**src/rtl/video_timing_pkg.sv**
```systemverilog
// Shared constants for the HDMI video timing path.
//
// Holds the CEA-861 1280x720@60 line/frame geometry, the integer scale
// factor used for the centred source window, and the widths of the
// position and source-coordinate buses. Timing blocks import this package
// so that every stage agrees on the same numbers.
//
// Contents:
//   H_W / V_W       widths of the horizontal / vertical position counters
//   SRC_BITS        width of a source pixel coordinate
//   SUB_W           width of the divide-by-SCALE phase counter
//   SCALE           integer upscale factor of the source window
//   *_720           720p active/porch/sync geometry
//   scaled_extent   size of a source dimension once scaled to the output
package video_timing_pkg;

   localparam int H_W      = 11;
   localparam int V_W      = 10;
   localparam int SRC_BITS = 8;
   localparam int SUB_W    = 2;

   localparam int SCALE = 3;

   localparam int H_ACTIVE_720 = 1280;
   localparam int H_FP_720     = 110;
   localparam int H_SYNC_720   = 40;
   localparam int H_BP_720     = 220;
   localparam int H_TOTAL_720  = H_ACTIVE_720 + H_FP_720 + H_SYNC_720 + H_BP_720;

   localparam int V_ACTIVE_720 = 720;
   localparam int V_FP_720     = 5;
   localparam int V_SYNC_720   = 5;
   localparam int V_BP_720     = 20;
   localparam int V_TOTAL_720  = V_ACTIVE_720 + V_FP_720 + V_SYNC_720 + V_BP_720;

   // Number of output pixels (or lines) covered by src source units.
   function automatic int scaled_extent(input int src);
      return SCALE * src;
   endfunction

endpackage

```
**src/rtl/scale3_counter.sv**
```systemverilog
// Divide-by-SCALE phase counter feeding a saturating source counter.
//
// Every 'advance' steps the phase 'sub' through 0..SCALE-1; when the phase
// wraps, the source coordinate 'src' moves on by one, so each source value
// is held for SCALE advances. 'src' stops at SRC_MAX so an extra advance at
// the end of the window cannot wrap it back to 0. 'clear' wins over
// 'advance'.
//
// Ports:
//   clk_pixel  in   pixel clock
//   resetn     in   asynchronous active-low reset
//   clear      in   return sub and src to 0 on the next edge
//   advance    in   step the phase (and the source coordinate on wrap)
//   sub        out  current phase, 0..SCALE-1
//   src        out  current source coordinate, 0..SRC_MAX
module scale3_counter
   import video_timing_pkg::*;
#(
   parameter int SRC_MAX = 255
)
(
   input  logic                clk_pixel,
   input  logic                resetn,
   input  logic                clear,
   input  logic                advance,
   output logic [SUB_W-1:0]    sub,
   output logic [SRC_BITS-1:0] src
);

   localparam logic [SUB_W-1:0]    SUB_LAST = SUB_W'(SCALE - 1);
   localparam logic [SRC_BITS-1:0] SRC_LAST = SRC_BITS'(SRC_MAX);

   // Phase/source counter: once both are at their last value the counter
   // parks there until the next clear.
   always_ff @(posedge clk_pixel or negedge resetn) begin
      if (!resetn) begin
         sub <= '0;
         src <= '0;
      end else if (clear) begin
         sub <= '0;
         src <= '0;
      end else if (advance) begin
         if (sub != SUB_LAST) begin
            sub <= sub + 1'b1;
         end else if (src != SRC_LAST) begin
            sub <= '0;
            src <= src + 1'b1;
         end
      end
   end

endmodule

```
**src/rtl/hdmi_timing_720p.sv**
```systemverilog
// Video timing generator for the HDMI output path (1280x720@60).
//
// Walks a (h,v) raster position at the pixel clock and registers sync,
// data-enable and a 3x-scaled centred source window, together with the
// source pixel coordinates and a once-per-source-line prefetch request for
// the framebuffer line buffer. Every output describes the same position as
// hcnt/vcnt on the same cycle.
//
// Ports:
//   clk_pixel    in   74.25 MHz pixel clock
//   resetn       in   asynchronous active-low reset
//   enable       in   advance the raster when high
//   hcnt         out  current column, 0..H_TOTAL-1
//   vcnt         out  current line, 0..V_TOTAL-1
//   hsync        out  active-high horizontal sync
//   vsync        out  active-high vertical sync
//   de           out  active video
//   frame_start  out  one-cycle pulse at position (0,0)
//   win          out  position inside the scaled source window
//   src_x        out  source column (valid with win)
//   src_y        out  source row (valid with win)
//   fetch        out  one-cycle line-prefetch request
//   fetch_y      out  source row to prefetch (valid with fetch)
//
// The line buffer must answer within PREFETCH cycles, and PREFETCH must be
// smaller than X_OFFSET so the request lands on the same line.
module hdmi_timing_720p
   import video_timing_pkg::*;
#(
   parameter int H_ACTIVE = H_ACTIVE_720,
   parameter int H_FP     = H_FP_720,
   parameter int H_SYNC   = H_SYNC_720,
   parameter int H_BP     = H_BP_720,
   parameter int V_ACTIVE = V_ACTIVE_720,
   parameter int V_FP     = V_FP_720,
   parameter int V_SYNC   = V_SYNC_720,
   parameter int V_BP     = V_BP_720,
   parameter int X_OFFSET = 256,
   parameter int Y_OFFSET = 24,
   parameter int SRC_W    = 256,
   parameter int SRC_H    = 224,
   parameter int PREFETCH = 16
)
(
   input  logic                clk_pixel,
   input  logic                resetn,
   input  logic                enable,
   output logic [H_W-1:0]      hcnt,
   output logic [V_W-1:0]      vcnt,
   output logic                hsync,
   output logic                vsync,
   output logic                de,
   output logic                frame_start,
   output logic                win,
   output logic [SRC_BITS-1:0] src_x,
   output logic [SRC_BITS-1:0] src_y,
   output logic                fetch,
   output logic [SRC_BITS-1:0] fetch_y
);

   localparam int H_TOTAL = H_ACTIVE + H_FP + H_SYNC + H_BP;
   localparam int V_TOTAL = V_ACTIVE + V_FP + V_SYNC + V_BP;

   localparam logic [H_W-1:0] H_LAST   = H_W'(H_TOTAL - 1);
   localparam logic [H_W-1:0] H_ACT    = H_W'(H_ACTIVE);
   localparam logic [H_W-1:0] HS_START = H_W'(H_ACTIVE + H_FP);
   localparam logic [H_W-1:0] HS_END   = H_W'(H_ACTIVE + H_FP + H_SYNC);
   localparam logic [H_W-1:0] X_START  = H_W'(X_OFFSET);
   localparam logic [H_W-1:0] X_END    = H_W'(X_OFFSET + scaled_extent(SRC_W));
   localparam logic [H_W-1:0] FETCH_H  = H_W'(X_OFFSET - PREFETCH);

   localparam logic [V_W-1:0] V_LAST   = V_W'(V_TOTAL - 1);
   localparam logic [V_W-1:0] V_ACT    = V_W'(V_ACTIVE);
   localparam logic [V_W-1:0] VS_START = V_W'(V_ACTIVE + V_FP);
   localparam logic [V_W-1:0] VS_END   = V_W'(V_ACTIVE + V_FP + V_SYNC);
   localparam logic [V_W-1:0] Y_START  = V_W'(Y_OFFSET);
   localparam logic [V_W-1:0] Y_END    = V_W'(Y_OFFSET + scaled_extent(SRC_H));

   logic [H_W-1:0]      h;
   logic [H_W-1:0]      h_next;
   logic [V_W-1:0]      v;
   logic [V_W-1:0]      v_next;
   logic [SUB_W-1:0]    x_sub;
   logic [SRC_BITS-1:0] x_src;
   logic [SUB_W-1:0]    y_sub;
   logic [SRC_BITS-1:0] y_src;
   logic                de_c;
   logic                hs_c;
   logic                vs_c;
   logic                fs_c;
   logic                win_h;
   logic                win_v;
   logic                fetch_c;
   logic                unused_x_sub;

   // Next raster position: h wraps at the end of the line and carries into
   // v, which in turn wraps at the end of the frame.
   always_comb begin
      h_next = (h == H_LAST) ? '0 : h + 1'b1;
      v_next = v;
      if (h == H_LAST) begin
         v_next = (v == V_LAST) ? '0 : v + 1'b1;
      end
   end

   assign de_c    = (h < H_ACT) && (v < V_ACT);
   assign hs_c    = (h >= HS_START) && (h < HS_END);
   assign vs_c    = (v >= VS_START) && (v < VS_END);
   assign fs_c    = (h == '0) && (v == '0);
   assign win_h   = (h >= X_START) && (h < X_END);
   assign win_v   = (v >= Y_START) && (v < Y_END);
   assign fetch_c = (h == FETCH_H) && win_v && (y_sub == '0);

   // The x phase only paces src_x; nothing downstream needs it directly.
   assign unused_x_sub = ^x_sub;

   // Raster position; holds while enable is low.
   always_ff @(posedge clk_pixel or negedge resetn) begin
      if (!resetn) begin
         h <= '0;
         v <= '0;
      end else if (enable) begin
         h <= h_next;
         v <= v_next;
      end
   end

   // Horizontal source coordinate. Clearing on the edge that moves onto
   // X_OFFSET means the counter already reads 0 while h sits on X_OFFSET.
   scale3_counter #(
      .SRC_MAX (SRC_W - 1)
   ) u_scale_x (
      .clk_pixel (clk_pixel),
      .resetn    (resetn),
      .clear     (enable && (h_next == X_START)),
      .advance   (enable && win_h),
      .sub       (x_sub),
      .src       (x_src)
   );

   // Vertical source coordinate, cleared entering the first window line and
   // stepped once at the last column of every window line.
   scale3_counter #(
      .SRC_MAX (SRC_H - 1)
   ) u_scale_y (
      .clk_pixel (clk_pixel),
      .resetn    (resetn),
      .clear     (enable && (h_next == '0) && (v_next == Y_START)),
      .advance   (enable && (h == H_LAST) && win_v),
      .sub       (y_sub),
      .src       (y_src)
   );

   // Output register stage. All outputs sample the current position so they
   // stay mutually aligned; while disabled the strobes drop to 0 and the
   // coordinates keep showing the held position.
   always_ff @(posedge clk_pixel or negedge resetn) begin
      if (!resetn) begin
         hcnt        <= '0;
         vcnt        <= '0;
         hsync       <= 1'b0;
         vsync       <= 1'b0;
         de          <= 1'b0;
         frame_start <= 1'b0;
         win         <= 1'b0;
         src_x       <= '0;
         src_y       <= '0;
         fetch       <= 1'b0;
         fetch_y     <= '0;
      end else begin
         hcnt        <= h;
         vcnt        <= v;
         hsync       <= enable && hs_c;
         vsync       <= enable && vs_c;
         de          <= enable && de_c;
         frame_start <= enable && fs_c;
         win         <= enable && win_h && win_v;
         src_x       <= x_src;
         src_y       <= y_src;
         fetch       <= enable && fetch_c;
         fetch_y     <= y_src;
      end
   end

endmodule

```
**config.mk**
```make
export PLATFORM = sky130hd
export DESIGN_NAME = hdmi_timing_720p
export DESIGN_NICKNAME = d
export VERILOG_FILES = /design/src/rtl/video_timing_pkg.sv /design/src/rtl/scale3_counter.sv /design/src/rtl/hdmi_timing_720p.sv
export SDC_FILE = /design/constraint.sdc
export NUM_CORES = 1
export LEC_CHECK = 0
export BUFFER_PORTS_ARGS = -buffer_cell sky130_fd_sc_hd__buf_2
export CAP_MARGIN = 20
export CORE_MARGIN = 2
export CORE_UTILIZATION = 55
export CTS_BUF_LIST = sky130_fd_sc_hd__clkbuf_4
export DETAILED_ROUTE_END_ITERATION = 8
export HOLD_SLACK_MARGIN = 0.12
export PLACE_DENSITY = 0.73
export SYNTH_ARGS = -nofsm -noshare
export SYNTH_HDL_FRONTEND = slang
export SYNTH_SLANG_ARGS = --single-unit
```
**constraint.sdc**
```tcl
create_clock -name clk_pixel -period 2.6 [get_ports clk_pixel]
set_clock_uncertainty 0.1 [all_clocks]
set_input_delay 0.26 -clock clk_pixel [delete_from_list [all_inputs] [get_ports clk_pixel]]
set_output_delay 0.26 -clock clk_pixel [all_outputs]
set_load 0.01 [all_outputs]
```
==> metrics.yaml <==
timing:
  fin_crit_sh_pct: 93.2
  fin_ws_ns: 0.176
  worst_pin_slew_ns: 0.493
  period_needed_ns: 2.42
  setup-tns-final_ns: 0
  rsz0062_at_grt: "no"
  hold_viol: 0
  maxSlewViolCount: 0
  slew_headroom_pct: 66.3
  setup_viol: 0
  fmax_mhz: 413
finish:
  fin_nets: 450
  diodes: 0
  drive_gt1_share_pct: 25.5
  fill_cells: 593
  instances_no_fill: 542
  syn_to_final_growth_pct: 12.4
pwr:
  pwr-share-seq_pct: 52.7
  power.total_w: 0.00283
  p_sw_share_pct: 30.0
  power_switching_w: 0.000849
  cellLeakagePower_nw: 2.23
  internal-power_w: 0.00198
  p_per_area_mw_per_mm2: 606
  clockPowerShare_pct: 30.4
  comb_power_share_pct: 16.9
  ir_drop_mv: 0.418
clock_tree:
  cts-root-buf: "clkbuf_4"
  clkLatencyLatePin_ns: 0.43
  postCtsSetupRepairBufs: 0
  cts_sinks: 84
  clk_path_buf_depth: 2
  htreeDepth: 3
  cts_buffers: 9
  cts_tree: "done"
  clkSlewWorstSetupHoldPaths_ns: 0.14
placement:
  io_buffers: 53
  gp_congestion: 0.909
  place_inst: 525
  pre_cts_slack_ns: 0.0514
  dp_hpwl_um: 5950
detailed_routing:
  routed_wl_um: 8480
  wl_per_cell_um: 15.6
  initialDrtViolationCount: 191
  postRouteAntennaNets: 0
  drt-pass1-iter-count: 4
  vias_per_cell: 5.69
  drcViolationCount: 0
  route.vias.total: 3086
setup_path:
  crit_path_start_kind: "flip-flop"
  max_stage_delay_ns: 0.48
  endpoint_kind: "flip-flop"
  worstPathCellList: "inv_1 -> ha_1 -> and4b_1 -> and3_4 -> a31oi_1 -> a311oi_1 -> nor4_4 -> buf_4 -> a21oi_1"
  cp_data_arrival_time_ns: 2.69
  cp_max_fo: 12
  worstSetupPathType: "reg -> reg"
  worstPathRequired_ns: 2.86
  critical_path.slowest_cell: "dfrtp_1"
yosys:
  synthesis.area_mm2: 0.00416
  ys_seq_elements: 84
  synth_area_leaders: "dfrtp_1 51%, xnor2_1 3.2%, a21oi_1 2.9%"
  yosys_warnings: 0
  yosys.area.top_type: "dfrtp_1"
  syn_nets: 401
  synth_top_area_share_pct: 50.6
  synthDistinctLibCells: 66
  synth.avg_cell_area_um2: 10.7
  synthArstFlopShare_pct: 100
  yosysSeqAreaShare_pct: 50.6
  synth_ff_type: "dfrtp_1"
  synth-edff-count: 0
  postSynthCellCount: 389
floorplanning:
  die_area_mm2: 0.00827
  io_pins: 54
  start_util_pct: 57.0
  core_mm2: 0.00729
  std_cell_rows: 31
  dieHeight_um: 90.9
  fp.dieW_um: 90.9
global_routing:
  grt_usage_pct: 21.9
  grt_overflow: 0
  first_global_vias: 3096
  antenna_found_initial: 0
  grt_max_degree: 46
  grt_pass1_wl_um: 14600
run_status:
  status: "complete, no violations"
worst_hold_path:
  worstHoldPathType: "in -> reg"
job:
  max_cap_violations: 0
cells in the mapped netlist, drive strengths merged (4+ instances only):
cell,number
nand4,9
xnor2,15
a21oi,24
o31ai,5
a31oi,6
ha,9
nand3,16
nand4b,4
xor2,7
clkbuf,9
buf,24
nor3,15
o21ai,23
inv,14
nor2,26
and3,13
dfrtp,84
nor4,9
nand2,27
final timing paths:
| check | from | to | slack [ns] | cells past startpoint |
|---|---|---|---|---|
| max in group asynchronous | resetn | v[8] | 1.55 | 3 |
| min in group asynchronous | resetn | u_scale_x.src[2] | 0.24 | 2 |
| max reg2reg | h[1] | u_scale_y.sub[0] | 0.18 | 9 |
| min | enable | h[10] | 0.14 | 3 |
| max | h[1] | u_scale_y.sub[0] | 0.18 | 9 |
| min reg2reg | u_scale_x.src[5] | src_x[5] | 0.33 | 0 |
registers in the layout (all words and copies together), names as in the netlist:
register	flops
vsync	1
hsync	1
v	10
u_scale_y.src	8
hcnt	11
u_scale_y.sub	2
src_y	8
vcnt	10
u_scale_x.sub	2
fetch	1
de	1
u_scale_x.src	8
h	11
win	1
src_x	8
frame_start	1
critical path: cells and delay by family, from the launching register on:
kind | cells | cell delay (ns)
AOI/OAI and AO/OA | 3 | 0.67
adders and majority gates | 1 | 0.17
buffers and inverters | 2 | 0.32
DFF | 1 | 0.48
and+or+nand+nor | 3 | 0.63
stage by stage:
step	cell area, um^2	util, %	hold WS [ns]
after floorplan	4160	-	-0.136
after global placement	4490	61.5	0.169
after detailed placement	4490	61.5	0.178
after CTS	4660	63.9	0.138
after global routing	4670	64.1	0.170
final	4670	64.1	0.143
cell type report:
class	count	area, um^2	share of cell area [%]
Clock buffer	9	67.6	1.45
Timing Repair Buffer	71	418	8.94
Tap cell	99	124	2.65
Multi-Input combinational cell	258	1810	38.7
Sequential cell	84	2100	45.0
Inverter	14	52.6	1.12
Clock inverter	7	98.8	2.12
cells by family after synthesis:
| family | count (synthesis) | share of synthesized area (%) |
|---|---|---|
| AOI/OAI and AO/OA | 85 | 14.3 |
| buffers and inverters | 47 | 6.08 |
| muxes | 4 | 1.11 |
| DFF | 84 | 50.6 |
| and+or+nand+nor | 138 | 20.5 |
| adders and majority gates | 9 | 2.71 |
| xor gates and xnor gates | 22 | 4.64 |
layer usage:
metal	GRT usage (%)	wire length, um	vias to the layer above
li1	-	-	1483
met1	29.4	3740	1500
met2	35.3	4220	92
met3	3.59	400	11
met4	8.96	121	0
met5	0	0	-
power by group through the flow:
stage	logic (W)	registers [W]	clock network [W]
final	0.000480	0.00149	0.000861
after global routing	0.000527	0.00151	0.000927
after CTS	0.000482	0.00149	0.000872
after detailed placement	0.000473	0.00151	0
after global placement	0.000466	0.00151	0
after floorplan	0.000356	0.00149	0
what timing repair did:
| item | 4_1_cts | 5_1_grt |
|---|---|---|
| hold endpoints to repair | 44 | 0 |
| resized for setup | 0 | 2 |
| hold buffers | 1 | 0 |
| endpoints found under the setup margin | 0 | 10 |
placed cells by master (no fill, tap or decap), types with 4 or more instances in the layout:
cell	netlist	routed
o21ai_0	22	22
nand4_1	9	9
o31ai_1	5	5
nand3_1	16	16
clkbuf_4	0	9
buf_2	10	52
inv_1	14	14
nor3_1	10	10
xor2_1	7	6
a31oi_1	6	6
ha_1	9	9
nor4_1	4	4
nor2_1	26	26
xnor2_1	15	15
buf_4	11	17
dfrtp_1	84	84
a21oi_1	24	24
nand2_1	27	27
and3_1	12	11
Note: power is estimated with default switching activity, not from simulation.
